<file path="src/rtl/adder_pkg.sv">
// Shared types and helpers for the serial slice adder.
package adder_pkg;

  typedef enum logic [1:0] {
    IDLE = 2'd0,
    RUN  = 2'd1,
    DONE = 2'd2
  } state_t;

  // Counter width for k slices; never narrower than one bit so K = 1 still works.
  function automatic int cnt_width(input int k);
    return (k <= 1) ? 1 : $clog2(k);
  endfunction

endpackage

</file>
<file path="src/rtl/adder_slice.sv">
// Combinational N-bit ripple adder built from a chain of full adders.
module adder_slice #(
  parameter int N = 4
) (
  output logic [N-1:0] sum,
  output logic         cout,
  input  logic [N-1:0] a,
  input  logic [N-1:0] b,
  input  logic         cin
);

  logic [N:0] carry;

  assign carry[0] = cin;

  for (genvar gi = 0; gi < N; gi++) begin : g_fa
    assign sum[gi]     = a[gi] ^ b[gi] ^ carry[gi];
    assign carry[gi+1] = (a[gi] & b[gi]) | (carry[gi] & (a[gi] ^ b[gi]));
  end

  assign cout = carry[N];

endmodule

</file>
<file path="src/rtl/adder_serial_nbit.sv">
// Multi-cycle add/subtract: one SLICE-bit chunk per clock through a single slice adder,
// start/done handshake, registered S/C/V with signed-overflow detection.
module adder_serial_nbit
  import adder_pkg::*;
#(
  parameter int WIDTH = 16,
  parameter int SLICE = 4
) (
  input  logic             clk,
  input  logic             rst_n,
  input  logic             start,
  input  logic [WIDTH-1:0] A,
  input  logic [WIDTH-1:0] B,
  input  logic             C0,
  input  logic             sub,
  output logic             busy,
  output logic             done,
  output logic [WIDTH-1:0] S,
  output logic             C,
  output logic             V
);

  localparam int K  = WIDTH / SLICE;
  localparam int CW = cnt_width(K);

  if ((SLICE < 1) || ((WIDTH % SLICE) != 0)) begin : g_bad_width
    $fatal(1, "adder_serial_nbit: WIDTH must be a positive multiple of SLICE");
  end

  state_t           state_reg, state_next;
  logic [WIDTH-1:0] a_reg, a_next;
  logic [WIDTH-1:0] b_reg, b_next;
  logic [WIDTH-1:0] acc_reg, acc_next;
  logic [WIDTH-1:0] s_reg, s_next;
  logic [CW-1:0]    cnt_reg, cnt_next;
  logic             carry_reg, carry_next;
  logic             a_msb_reg, a_msb_next;
  logic             b_msb_reg, b_msb_next;
  logic             c_reg, c_next;
  logic             v_reg, v_next;
  logic             busy_reg, busy_next;
  logic             done_reg, done_next;

  logic [SLICE-1:0] slice_sum;
  logic             slice_cout;
  logic [WIDTH-1:0] acc_upd;
  logic [WIDTH-1:0] b_eff;

  // Operands are shifted right each RUN cycle, so the active chunk is always the bottom slice.
  adder_slice #(.N(SLICE)) u_slice (
    .sum  (slice_sum),
    .cout (slice_cout),
    .a    (a_reg[SLICE-1:0]),
    .b    (b_reg[SLICE-1:0]),
    .cin  (carry_reg)
  );

  for (genvar gi = 0; gi < K; gi++) begin : g_acc
    assign acc_upd[gi*SLICE +: SLICE] = (cnt_reg == CW'(gi)) ? slice_sum
                                                              : acc_reg[gi*SLICE +: SLICE];
  end

  assign b_eff = sub ? ~B : B;

  always_comb begin
    state_next = state_reg;
    a_next     = a_reg;
    b_next     = b_reg;
    acc_next   = acc_reg;
    s_next     = s_reg;
    cnt_next   = cnt_reg;
    carry_next = carry_reg;
    a_msb_next = a_msb_reg;
    b_msb_next = b_msb_reg;
    c_next     = c_reg;
    v_next     = v_reg;
    busy_next  = busy_reg;
    done_next  = 1'b0;
    case (state_reg)
      IDLE: begin
        if (start) begin
          state_next = RUN;
          a_next     = A;
          b_next     = b_eff;
          a_msb_next = A[WIDTH-1];
          b_msb_next = b_eff[WIDTH-1];
          carry_next = sub ^ C0;
          cnt_next   = '0;
          busy_next  = 1'b1;
        end
      end
      RUN: begin
        a_next     = a_reg >> SLICE;
        b_next     = b_reg >> SLICE;
        acc_next   = acc_upd;
        carry_next = slice_cout;
        cnt_next   = cnt_reg + CW'(1);
        if (cnt_reg == CW'(K - 1)) begin
          state_next = DONE;
          s_next     = acc_upd;
          c_next     = slice_cout;
          v_next     = (a_msb_reg == b_msb_reg) && (slice_sum[SLICE-1] != a_msb_reg);
          cnt_next   = '0;
          busy_next  = 1'b0;
          done_next  = 1'b1;
        end
      end
      DONE: begin
        state_next = IDLE;
      end
      default: begin
        state_next = IDLE;
        busy_next  = 1'b0;
      end
    endcase
  end

  always_ff @(posedge clk) begin
    if (!rst_n) begin
      state_reg <= IDLE;
      a_reg     <= '0;
      b_reg     <= '0;
      acc_reg   <= '0;
      s_reg     <= '0;
      cnt_reg   <= '0;
      carry_reg <= 1'b0;
      a_msb_reg <= 1'b0;
      b_msb_reg <= 1'b0;
      c_reg     <= 1'b0;
      v_reg     <= 1'b0;
      busy_reg  <= 1'b0;
      done_reg  <= 1'b0;
    end else begin
      state_reg <= state_next;
      a_reg     <= a_next;
      b_reg     <= b_next;
      acc_reg   <= acc_next;
      s_reg     <= s_next;
      cnt_reg   <= cnt_next;
      carry_reg <= carry_next;
      a_msb_reg <= a_msb_next;
      b_msb_reg <= b_msb_next;
      c_reg     <= c_next;
      v_reg     <= v_next;
      busy_reg  <= busy_next;
      done_reg  <= done_next;
    end
  end

  assign busy = busy_reg;
  assign done = done_reg;
  assign S    = s_reg;
  assign C    = c_reg;
  assign V    = v_reg;

endmodule
</file>
<file path="config.mk">
export PLATFORM = sky130hd
export DESIGN_NAME = adder_serial_nbit
export DESIGN_NICKNAME = d
export VERILOG_FILES = /design/src/rtl/adder_pkg.sv /design/src/rtl/adder_slice.sv /design/src/rtl/adder_serial_nbit.sv
export SDC_FILE = /design/constraint.sdc
export NUM_CORES = 1
export LEC_CHECK = 0
export CAP_MARGIN = 20
export CORE_UTILIZATION = 35
export CTS_CLUSTER_SIZE = 8
export DETAILED_ROUTE_END_ITERATION = 6
export MAX_ROUTING_LAYER = met4
export PLACE_DENSITY_LB_ADDON = 0.12
export SLEW_MARGIN = 15
export SYNTH_ARGS = -nofsm -noshare
export SYNTH_HDL_FRONTEND = slang
export SYNTH_SLANG_ARGS = --single-unit
</file>
<file path="constraint.sdc">
create_clock -name clk -period 3 [get_ports clk]
set_input_delay 0.6 -clock clk [delete_from_list [all_inputs] [get_ports clk]]
set_output_delay 0.6 -clock clk [all_outputs]
set_load 0.1 [all_outputs]
</file>
==> flow_summary.toml <==
[clock_tree]
clkTransAtPathRegs_ps = 80
ctsResizeCount = 0
cts_tree = "built"
cts_hold_buf = 0
cts_buffers = 9
htreeDepth = 3
cts_setup_buffers = 0
cts_buffer_depth = 2
ctsRootBufferMaster = "clkbuf_8"
clk_latency_ps = 350
cts.sinks = 71

[routing]
wl_um = 7060
via_per_inst = 4.97
vias = 2382
ant_nets = 0
drc_errors = 0
drt_iter0_drc = 75
post_drt_wl_per_cell_um = 14.7
firstDrtPassIters = 5

[pwr]
leakage_nw = 1.65
p_sw_share_pct = 24.7
p_int_w = 0.00173
p_sw_w = 0.000567
seq_power_share_pct = 44.8
p_comb_share_pct = 14.3
vdd_drop_max_uv = 246
clock_power_share_pct = 40.9
p_per_area_nw_per_um2 = 577

[logic_synthesis]
ys_seq_elements = 71
syn_nets = 368
synth_area_um2 = 3180
syn_inst = 323
synth_area_leaders = "dfxtp_1 45%, nor2b_1 4.5%, a221o_1 4.1%"
yosysSeqAreaShare_pct = 44.8
yosysTopAreaCellShare_pct = 44.8
synthDistinctLibCells = 40
synth_edf_count = 0
synth_ff_type = "dfxtp_1"
yosys_warnings = 0
synthArstFlopShare_pct = 0
synth_top_area_cell = "dfxtp_1"
synth.avg_cell_area_um2 = 9.83

[timing]
maxSlewHeadroom_pct = 47.2
fmax_mhz = 390
fin_setup_tns_ps = 0
hold_violations = 0
worstMarginPinSlew_ps = 790
maxSlewViolCount = 0
min_period_ps = 2570
rsz0062_at_grt = "false"
clock_skew_ps = 10.9
fin_crit_sh_pct = 85.6
setup_viol = 0

[final_layout]
n_fill_cell = 880
syn2layout_area_growth_pct = 25.1
n_antenna_cell = 0
fin_cells = 479
fin_util_pct = 45.3
multiInputGateArea_um2 = 1550
regArea_um2 = 1420
nNetsFinal = 411
drive_gt1_share_pct = 16.2

[floorplanning]
dieWidth_um = 97.3
dieArea_um2 = 9460
io_pins = 57
start_util_pct = 36.2
core_um2 = 8760
die_y_um = 97.3
rows = 34

[critical_path]
crit_top_cell = "fa_1"
crit_path_start_kind = "register"
crit_arrival_ps = 2860
critPathRequiredTime_ps = 3290
critical_path_class = "reg2reg"
crit_slowest_cell = "fa_1"
worst_setup_path_end_kind = "register"
cp_max_fo = 9
critPathMaxStageDelay_ps = 530
worstPathCellList = "fa_1 -> inv_1 -> fa_1 -> inv_1 -> fa_1 -> inv_1 -> fa_1 -> or3_1 -> nand2_1 -> a22o_1"

[hold_path]
hp-class = "reg2reg"

[placed_design]
gp_congestion = 0.724
place_hpwl_um = 4940
portBuffers = 56
dp_cells = 463

[global_routing]
grt_usage_pct = 15.9
gr-total-overflow = 0
antenna_found_initial = 0
grt_pass1_vias = 2297
grt_pass1_wl_um = 11500
grt_max_degree = 23

[status]
outcome = "finished, final reports clean"

[flow_run]
maxCapViolCount = 0
-- worst max-delay path, delay by kind of cell, from the launching register on --
family                     cells  cell delay, ps
adders and majority gates      4            1450
and+or+nand+nor                2             420
DFF                            1             340
buffers and inverters          3             200
AOI/OAI and AO/OA              1             110
-- through the flow --
stage | cell area, um^2 | setup slack (ps) | hold slack (ps) | total power (W)
after floorplan | 3180 | 523 | 434 | 0.00126
after global placement | 3730 | 491 | 451 | 0.00138
after detailed placement | 3730 | 420 | 452 | 0.00138
after CTS | 3970 | 408 | 472 | 0.00232
after global routing | 3970 | 294 | 485 | 0.00238
final | 3970 | 433 | 466 | 0.00229
-- worst paths after layout --
kind / end / cells past startpoint / start / slack, ps
worst max-delay path: V / 10 / a_reg[0] / 430
worst min-delay path: S[8] / 1 / S[8] / 470
worst max register to register: V / 10 / a_reg[0] / 430
worst min register to register: S[8] / 1 / S[8] / 470
-- cell type report --
| type | instances | share of cell area, % |
|---|---|---|
| flip-flops and latches | 71 | 35.8 |
| multi-input cells | 207 | 38.9 |
| well taps | 108 | 3.40 |
| clock inverters | 6 | 2.71 |
| repair buffers | 65 | 14.6 |
| clock buffers | 10 | 3.47 |
| inverters | 12 | 1.13 |
-- cells in the final DEF, fill, tap and decap left out, drive strengths merged, types with 2 or more instances in the layout --
master	Yosys	layout
a221o	13	13
nor2	33	33
ha	4	4
clkbuf	14	10
or3	2	2
mux2i	12	12
clkinv	0	2
o2bb2ai	9	9
o221ai	3	3
o211a	6	6
and2	2	2
inv	12	12
xnor2	13	13
and3b	4	4
a21boi	7	7
xor2	4	4
dfxtp	71	71
buf	19	29
nand2	17	17
a21oi	16	16
bufinv	0	3
o21bai	2	2
a22oi	6	6
a22o	9	9
nand3	2	2
o221a	9	9
clkdlybuf4s50	0	36
nor2b	23	23
fa	4	4
-- synth_stat cells, types with 6 or more instances --
library cell and count:
a21boi_0 6, a21oi_1 16, a221o_1 13, a22o_1 9, a22oi_1 6, buf_2 13
clkbuf_1 14, dfxtp_1 71, inv_1 11, mux2i_1 12, nand2_1 17, nor2_1 33
nor2b_1 23, o211a_1 6, o221a_2 9, o2bb2ai_1 9, xnor2_1 13
-- cell families after synthesis --
group                    count (synthesis)  synth area share, %
AND/OR/NAND/NOR                         88                 14.1
multiplexers                            12                 3.78
XOR/XNOR                                17                 4.69
buffers and inverters                   45                 6.54
AO/OA/AOI/OAI                           82                 22.0
adder cells (fa/ha/maj)                  8                 4.10
flip-flops                              71                 44.8
-- metal layers --
metal	track usage, %	vias to the layer above	routed length [um]
met5	-	-	0
met4	6.79	0	128
met3	3.31	12	281
met2	22.8	45	3040
met1	21.7	1112	3610
li1	-	1213	-
-- power groups by stage --
stage / combinational [W] / sequential [W] / clock (W)
after CTS: 0.000332 / 0.00103 / 0.000956
after global placement: 0.000330 / 0.00105 / 0
after global routing: 0.000360 / 0.00103 / 0.000989
final: 0.000327 / 0.00103 / 0.000938
after detailed placement: 0.000331 / 0.00105 / 0
after floorplan: 0.000218 / 0.00105 / 0
(Power assumes the default switching activity.)
